### config.mk
export PLATFORM = sky130hd
export DESIGN_NAME = instr_fetch_stage
export DESIGN_NICKNAME = d
export VERILOG_FILES = /design/src/rtl/arm_pkg.sv /design/src/rtl/instr_fetch_stage_sat_counter.sv /design/src/rtl/instr_fetch_stage.sv
export SDC_FILE = /design/constraint.sdc
export NUM_CORES = 1
export LEC_CHECK = 0
export BUFFER_PORTS_ARGS = -buffer_cell sky130_fd_sc_hd__buf_2
export CORE_MARGIN = 3
export CORE_UTILIZATION = 25
export CTS_BUF_LIST = sky130_fd_sc_hd__clkbuf_8 sky130_fd_sc_hd__clkbuf_16
export CTS_CLUSTER_DIAMETER = 150
export CTS_CLUSTER_SIZE = 40
export DETAILED_ROUTE_END_ITERATION = 10
export GPL_TIMING_DRIVEN = 1
export SLEW_MARGIN = 10
export SYNTH_ARGS = -nofsm -noshare
export SYNTH_HDL_FRONTEND = slang
export SYNTH_HIERARCHICAL = 1
export SYNTH_SLANG_ARGS = --single-unit
export TNS_END_PERCENT = 20
### constraint.sdc
create_clock -name clock -period 10.4 [get_ports clock]
set_input_delay 2.6 -clock clock [delete_from_list [all_inputs] [get_ports clock]]
set_output_delay 2.6 -clock clock [all_outputs]
set_load 0.05 [all_outputs]
### src/rtl/arm_pkg.sv
// Shared ARM pipeline types and constants.
// Used by the IF stage and the ID stage.
package arm_pkg;

   localparam int PC_W    = 32;
   localparam int INSTR_W = 32;
   localparam int CNT_W   = 32;

   localparam logic [31:0] RESET_PC  = 32'h0000_0000;
   localparam logic [31:0] NOP_INSTR = 32'hD503201F;

   typedef struct packed {
      logic [INSTR_W-1:0] instr;
      logic [PC_W-1:0]    pc;
      logic               valid;
   } if_id_t;

   typedef enum logic [1:0] {
      SEL_SEQ    = 2'd0,
      SEL_STALL  = 2'd1,
      SEL_BRANCH = 2'd2
   } pc_sel_e;

endpackage

### src/rtl/instr_fetch_stage_sat_counter.sv
// Saturating event counter.
// Sticks at all-ones instead of wrapping.
module sat_counter #(
   parameter int CNT_W = 32
) (
   input  logic             clock,
   input  logic             reset,
   input  logic             inc,
   output logic [CNT_W-1:0] count
);

   logic [CNT_W-1:0] count_q;

   // count up once per cycle until all-ones
   always_ff @(posedge clock) begin
      if (reset) begin
         count_q <= '0;
      end else if (inc && (count_q != '1)) begin
         count_q <= count_q + CNT_W'(1);
      end
   end

   assign count = count_q;

endmodule

### src/rtl/instr_fetch_stage.sv
// IF stage: PC, next-PC select, IF/ID register
// and fetch/stall/flush performance counters.
module instr_fetch_stage #(
   parameter int               PC_W      = arm_pkg::PC_W,
   parameter int               INSTR_W   = arm_pkg::INSTR_W,
   parameter logic [PC_W-1:0]  RESET_PC  = PC_W'(arm_pkg::RESET_PC),
   parameter logic [INSTR_W-1:0] NOP_INSTR = INSTR_W'(arm_pkg::NOP_INSTR),
   parameter int               CNT_W     = arm_pkg::CNT_W
) (
   input  logic               clock,
   input  logic               reset,
   input  logic               stall_ID,
   input  logic               branch_MEM,
   input  logic [PC_W-1:0]    branch_pc_MEM,
   input  logic [INSTR_W-1:0] instr_rom,
   output logic [PC_W-1:0]    pc_IF,
   output logic [INSTR_W-1:0] instr_ID,
   output logic [PC_W-1:0]    pc_ID,
   output logic               valid_ID,
   output logic [CNT_W-1:0]   fetch_count,
   output logic [CNT_W-1:0]   stall_count,
   output logic [CNT_W-1:0]   flush_count
);

   import arm_pkg::*;

   typedef struct packed {
      logic [INSTR_W-1:0] instr;
      logic [PC_W-1:0]    pc;
      logic               valid;
   } if_id_w_t;

   pc_sel_e          sel;
   logic [PC_W-1:0]  pc_q;
   logic [PC_W-1:0]  pc_d;
   if_id_w_t         if_id_q;
   if_id_w_t         if_id_d;

   // redirect beats stall so a taken branch is never lost
   always_comb begin
      sel = SEL_SEQ;
      if (branch_MEM) begin
         sel = SEL_BRANCH;
      end else if (stall_ID) begin
         sel = SEL_STALL;
      end
   end

   // next PC and next IF/ID contents
   always_comb begin
      pc_d    = pc_q;
      if_id_d = if_id_q;
      unique case (sel)
         SEL_BRANCH: begin
            pc_d          = branch_pc_MEM;
            if_id_d.instr = NOP_INSTR;
            if_id_d.valid = 1'b0;
         end
         SEL_STALL: begin
            pc_d    = pc_q;
            if_id_d = if_id_q;
         end
         default: begin
            pc_d          = pc_q + PC_W'(1);
            if_id_d.instr = instr_rom;
            if_id_d.pc    = pc_q;
            if_id_d.valid = 1'b1;
         end
      endcase
   end

   // PC register
   always_ff @(posedge clock) begin
      if (reset) begin
         pc_q <= RESET_PC;
      end else begin
         pc_q <= pc_d;
      end
   end

   // IF/ID pipeline register; reset injects a bubble
   always_ff @(posedge clock) begin
      if (reset) begin
         if_id_q.instr <= NOP_INSTR;
         if_id_q.pc    <= '0;
         if_id_q.valid <= 1'b0;
      end else begin
         if_id_q <= if_id_d;
      end
   end

   sat_counter #(.CNT_W(CNT_W)) u_fetch_cnt (
      .clock (clock),
      .reset (reset),
      .inc   (sel == SEL_SEQ),
      .count (fetch_count)
   );

   sat_counter #(.CNT_W(CNT_W)) u_stall_cnt (
      .clock (clock),
      .reset (reset),
      .inc   (sel == SEL_STALL),
      .count (stall_count)
   );

   sat_counter #(.CNT_W(CNT_W)) u_flush_cnt (
      .clock (clock),
      .reset (reset),
      .inc   (sel == SEL_BRANCH),
      .count (flush_count)
   );

   assign pc_IF    = pc_q;
   assign instr_ID = if_id_q.instr;
   assign pc_ID    = if_id_q.pc;
   assign valid_ID = if_id_q.valid;

endmodule

==> summary by stage <==
STA
The worst path in the final design needs a cycle of 5819 ps, including I/O delays and setup. After routing, the total negative slack on setup checks comes to 0 ps. The number of hold-slack violations in the final timing report is 0.

The max-slew violation total from the final report is 0. The final cycle utilization of the critical path is 55.95%. Setup violations remaining at the end of the flow were counted as 0.

The post-route worst hold slack is 446.9 ps. For this run, the top clock speed supported by timing is 171.8 MHz. The actual transition at the worst max-transition pin is 960.3 ps.

The remaining max-slew budget at the tightest pin is 35.44%. Setup repair after global routing left no endpoint under its margin. For the final database, setup skew stands at 10.05 ps.

CTS
The total of cells resized after clock tree synthesis is 0. The clock tree from TritonCTS is done. The register clock-pin slew on the reported worst setup and hold paths is 70 ps. The later pin in the worst-skew pair is clocked with a latency of 450 ps. The number of clock buffers added by TritonCTS is 17.

The root cell of the clock tree is clkbuf_16. The total of hold buffers inserted after clock tree synthesis is 0. The number of post-CTS setup repair buffers is 0. The clock sink total is 193. The clock tree synthesis step divided the H-tree into 4 levels. No sink is reached through more buffers than the 2 on the longest clock path.

Critical path
The highest-delay cell along the critical path is or2_2. The endpoint of the lowest-slack register-to-register path is u_stall_cnt/count[21]$_SDFFE_PP0P_. The gate family responsible for the most delay along the worst path is simple AND/OR/NAND/NOR gates. The longest individual stage delay on the worst path is 660 ps. The critical path starts at stall_ID. The path type of the worst setup path is in -> reg. The critical path goes through buf_2 > buf_4 > or2_2 > clkinv_1 > buf_4 > nand4_1 > nor4_2 > nand4_1 > nor4_1 > mux2_2. The data arrival time of the critical path is 6150 ps.

For the worst setup path, the data required time is 10730 ps. The reg2reg setup slack is 7470 ps. The biggest fanout along the worst timing path is 42. The worst reg2reg path startpoint is u_stall_cnt/count[13]$_SDFFE_PP0P_.

STA classifies the critical path endpoint as a register. The number of buffers and inverters on the critical path is 4. STA classifies the critical path startpoint as an input port. The worst register-to-register path has a depth of 6.

Hold path
The number of stages on the worst hold path is 2. The tightest min-delay check is of the reg -> reg type. The startpoint identified for the worst hold timing path is valid_ID$_SDFFE_PP0N_. The worst hold path terminates at valid_ID$_SDFFE_PP0N_.

Floorplanning
The die is 198.1 um tall. The core area is 36000 um2. The standard-cell row count is 69. For this configuration, the core starts out at a cell density of 25.62%.

The floorplan step defined a die boundary enclosing 39240 um2. The width of the die is 198.1 um. The top-level I/O count is 261.

Routing
The pre-antenna-repair detailed-routing pass consisted of 5 iterations. After detailed routing, the average wire length per cell comes to 16.79 um. The DRC marker count from the first detailed-route iteration is 439. The detail route stage leaves a number of antenna-violating nets equal to 0. The wire length reported by the detailed router is 29.96 mm. The average via count per standard cell is 5.201. The total via count in the routed design is 9278. In the routed design, unresolved DRC markers number 0.

Synth
The netlist uses 59 different library cells. The post-synthesis share of cell area spent on full adders, half adders and majority gates is 0.5425%. The share of the synthesized netlist area taken by xor and xnor gates is 2.753%. The number of instances in the synthesized netlist is 1096.

The synthesized design devotes to its leading area cell type 41.88% of total area. Counting instances in the post-synthesis netlist gives the leading cell types as dfxtp_1, nand2_1, a21oi_1. After synthesis, the mean cell area works out to 8.417 um2. The synthesized netlist devotes 16.53% of its cell area to compound gates. The simple-gate area share of the yosys netlist is 29.88%. The synthesized design contains 0 enable-type register cells. The most common cell in the synthesized netlist is dfxtp_1. The count of yosys warnings during synthesis is 6. Of all flip-flops after synthesis, the portion carrying an async set or reset was 0%. Sorting the synthesized cells by area gives the leading types as dfxtp_1, a21oi_1, nand2_1.

The post-synthesis cell type with the largest combined area is dfxtp_1. The dominant register cell in the synthesized netlist is dfxtp_1. The number of storage elements in the synthesis netlist is 193. Summing every instance area after synthesis gives 9225 um2. By area, the combinational part of the netlist is dominated by simple AND/OR/NAND/NOR gates.

Sequential cells were found to cover 41.88% of the synthesized design area. The proportion of synthesized area in mux cells is 4.639%. The number of nets in the synthesized netlist is 1168.

Placement
At the end of routability-driven placement, the weighted congestion stood at 0.7781. The count of port buffers added during placement is 260. The sum of net half-perimeters after detailed placement is 21.08 mm.

Finish
The fraction of layout cells with a size suffix above 1 is 25.09%. The signed area change from the synthesized netlist to the final layout is 23.75%. The number of diodes is 0. The net count of the finished layout is 1385.

Fill cells in the final layout number 3851.

Global routing
The initial antenna violation count is 5. Global routing finished with a remaining overflow of 0. The largest net degree at the start of global routing is 96. The first global-routing pass estimated 47.20 mm of wire. The number of global-route vias before repair is 8758.

Global routing consumed, over all layers together, 14.86% of the routing resources.

Power and ir drop
The post-route total power is 1569 uW. In this run the power density over the cells is 137.4 nW/um2. The peak supply drop is 0.0001124 V.

The analysis attributes to cell leakage a power of 0.004319 uW.

Flow run
The reported max-cap violation count is 0.

Outcome
The run finished with clean final reports.
[cell usage in the layout, fill, tap and decap left out, drive strengths merged, types with 4 or more instances in the layout]
cell type / count
a2111oi: 6
a211oi: 10
a21oi: 107
a311oi: 8
a31oi: 4
a32oi: 4
and2: 4
and3: 17
and4: 17
buf: 269
clkbuf: 17
clkinv: 5
clkinvlp: 5
dfxtp: 193
ha: 4
inv: 16
mux2: 6
mux2i: 36
nand2: 125
nand2b: 5
nand3: 62
nand4: 38
nor2: 81
nor2b: 7
nor3: 16
nor3b: 8
nor4: 23
o211ai: 4
o21ai: 34
o31ai: 41
or2: 6
or3: 38
or4: 49
xnor2: 23
xor2: 6
[report_power, final]
group          internal [uW]  switching, uW
logic                   46.2            126
clock network            304            312
registers                757           23.8
total                   1110            462
[tightest hold or removal path, delay by kind of cell, from the launching register on]
kind / cells / cell delay [ps]
buf+inv: 1 / 40
compound gates: 1 / 50
flops: 1 / 310
[area by class of cell]
type | count | area (um2) | share of cell area, %
sequential | 193 | 3864 | 33.84
timing repair buffer | 269 | 1375 | 12.05
clock inverter | 12 | 87.58 | 0.7672
inverter | 14 | 52.55 | 0.4603
clock buffer | 17 | 425.4 | 3.726
multi-input combinational | 818 | 5035 | 44.10
tap | 461 | 576.8 | 5.053
[worst max-delay path by stage]
stage          depth (start not counted)                                  to  slack [ps]
2_1_floorplan                          8  u_stall_cnt/count[31]$_SDFFE_PP0P_        5030
3_3_place_gp                          10  u_fetch_cnt/count[31]$_SDFFE_PP0P_        4160
3_5_place_dp                          10  u_fetch_cnt/count[31]$_SDFFE_PP0P_        4070
4_1_cts                               10  u_fetch_cnt/count[31]$_SDFFE_PP0P_        4560
5_1_grt                               10  u_fetch_cnt/count[31]$_SDFFE_PP0P_        4290
6_report                              10  u_fetch_cnt/count[31]$_SDFFE_PP0P_        4580
[flip-flops by register name, summed over array words and instances, names as in the netlist]
register	cells
u_fetch_cnt/count	32
instr_ID	32
pc_IF	32
u_stall_cnt/count	32
valid_ID	1
pc_ID	32
u_flush_cnt/count	32
[per-stage QoR]
| stage | utilization (%) | setup slack, ps | cells | cell area [um2] |
|---|---|---|---|---|
| 4_1_cts | 31.71 | 4565 | 1784 | 11420 |
| 2_1_floorplan | - | 5027 | 1096 | 9225 |
| 3_5_place_dp | 30.29 | 4071 | 1755 | 10900 |
| 5_1_grt | 31.71 | 4292 | 1784 | 11420 |
| 6_report | 31.71 | 4581 | 1784 | 11420 |
| 3_3_place_gp | 30.29 | 4158 | 1755 | 10900 |
[routing by layer]
layer,up-vias,global-route usage (%),routed length (um)
met1,4451,19.09,13450
met5,-,0,52
met2,283,24.07,13920
met4,8,3.539,298
met3,24,5.156,2229
li1,4512,-,-
[cells by family (layout without fill, tap and decap cells)]
group / count (synthesis) / count (layout)
AOI/OAI and AO/OA: 238 / 238
xor gates and xnor gates: 29 / 29
adders and majority gates: 4 / 4
buffers and inverters: 85 / 312
DFF: 193 / 193
muxes: 42 / 42
and+or+nand+nor: 505 / 505
Power figures use the tool's default switching activity.
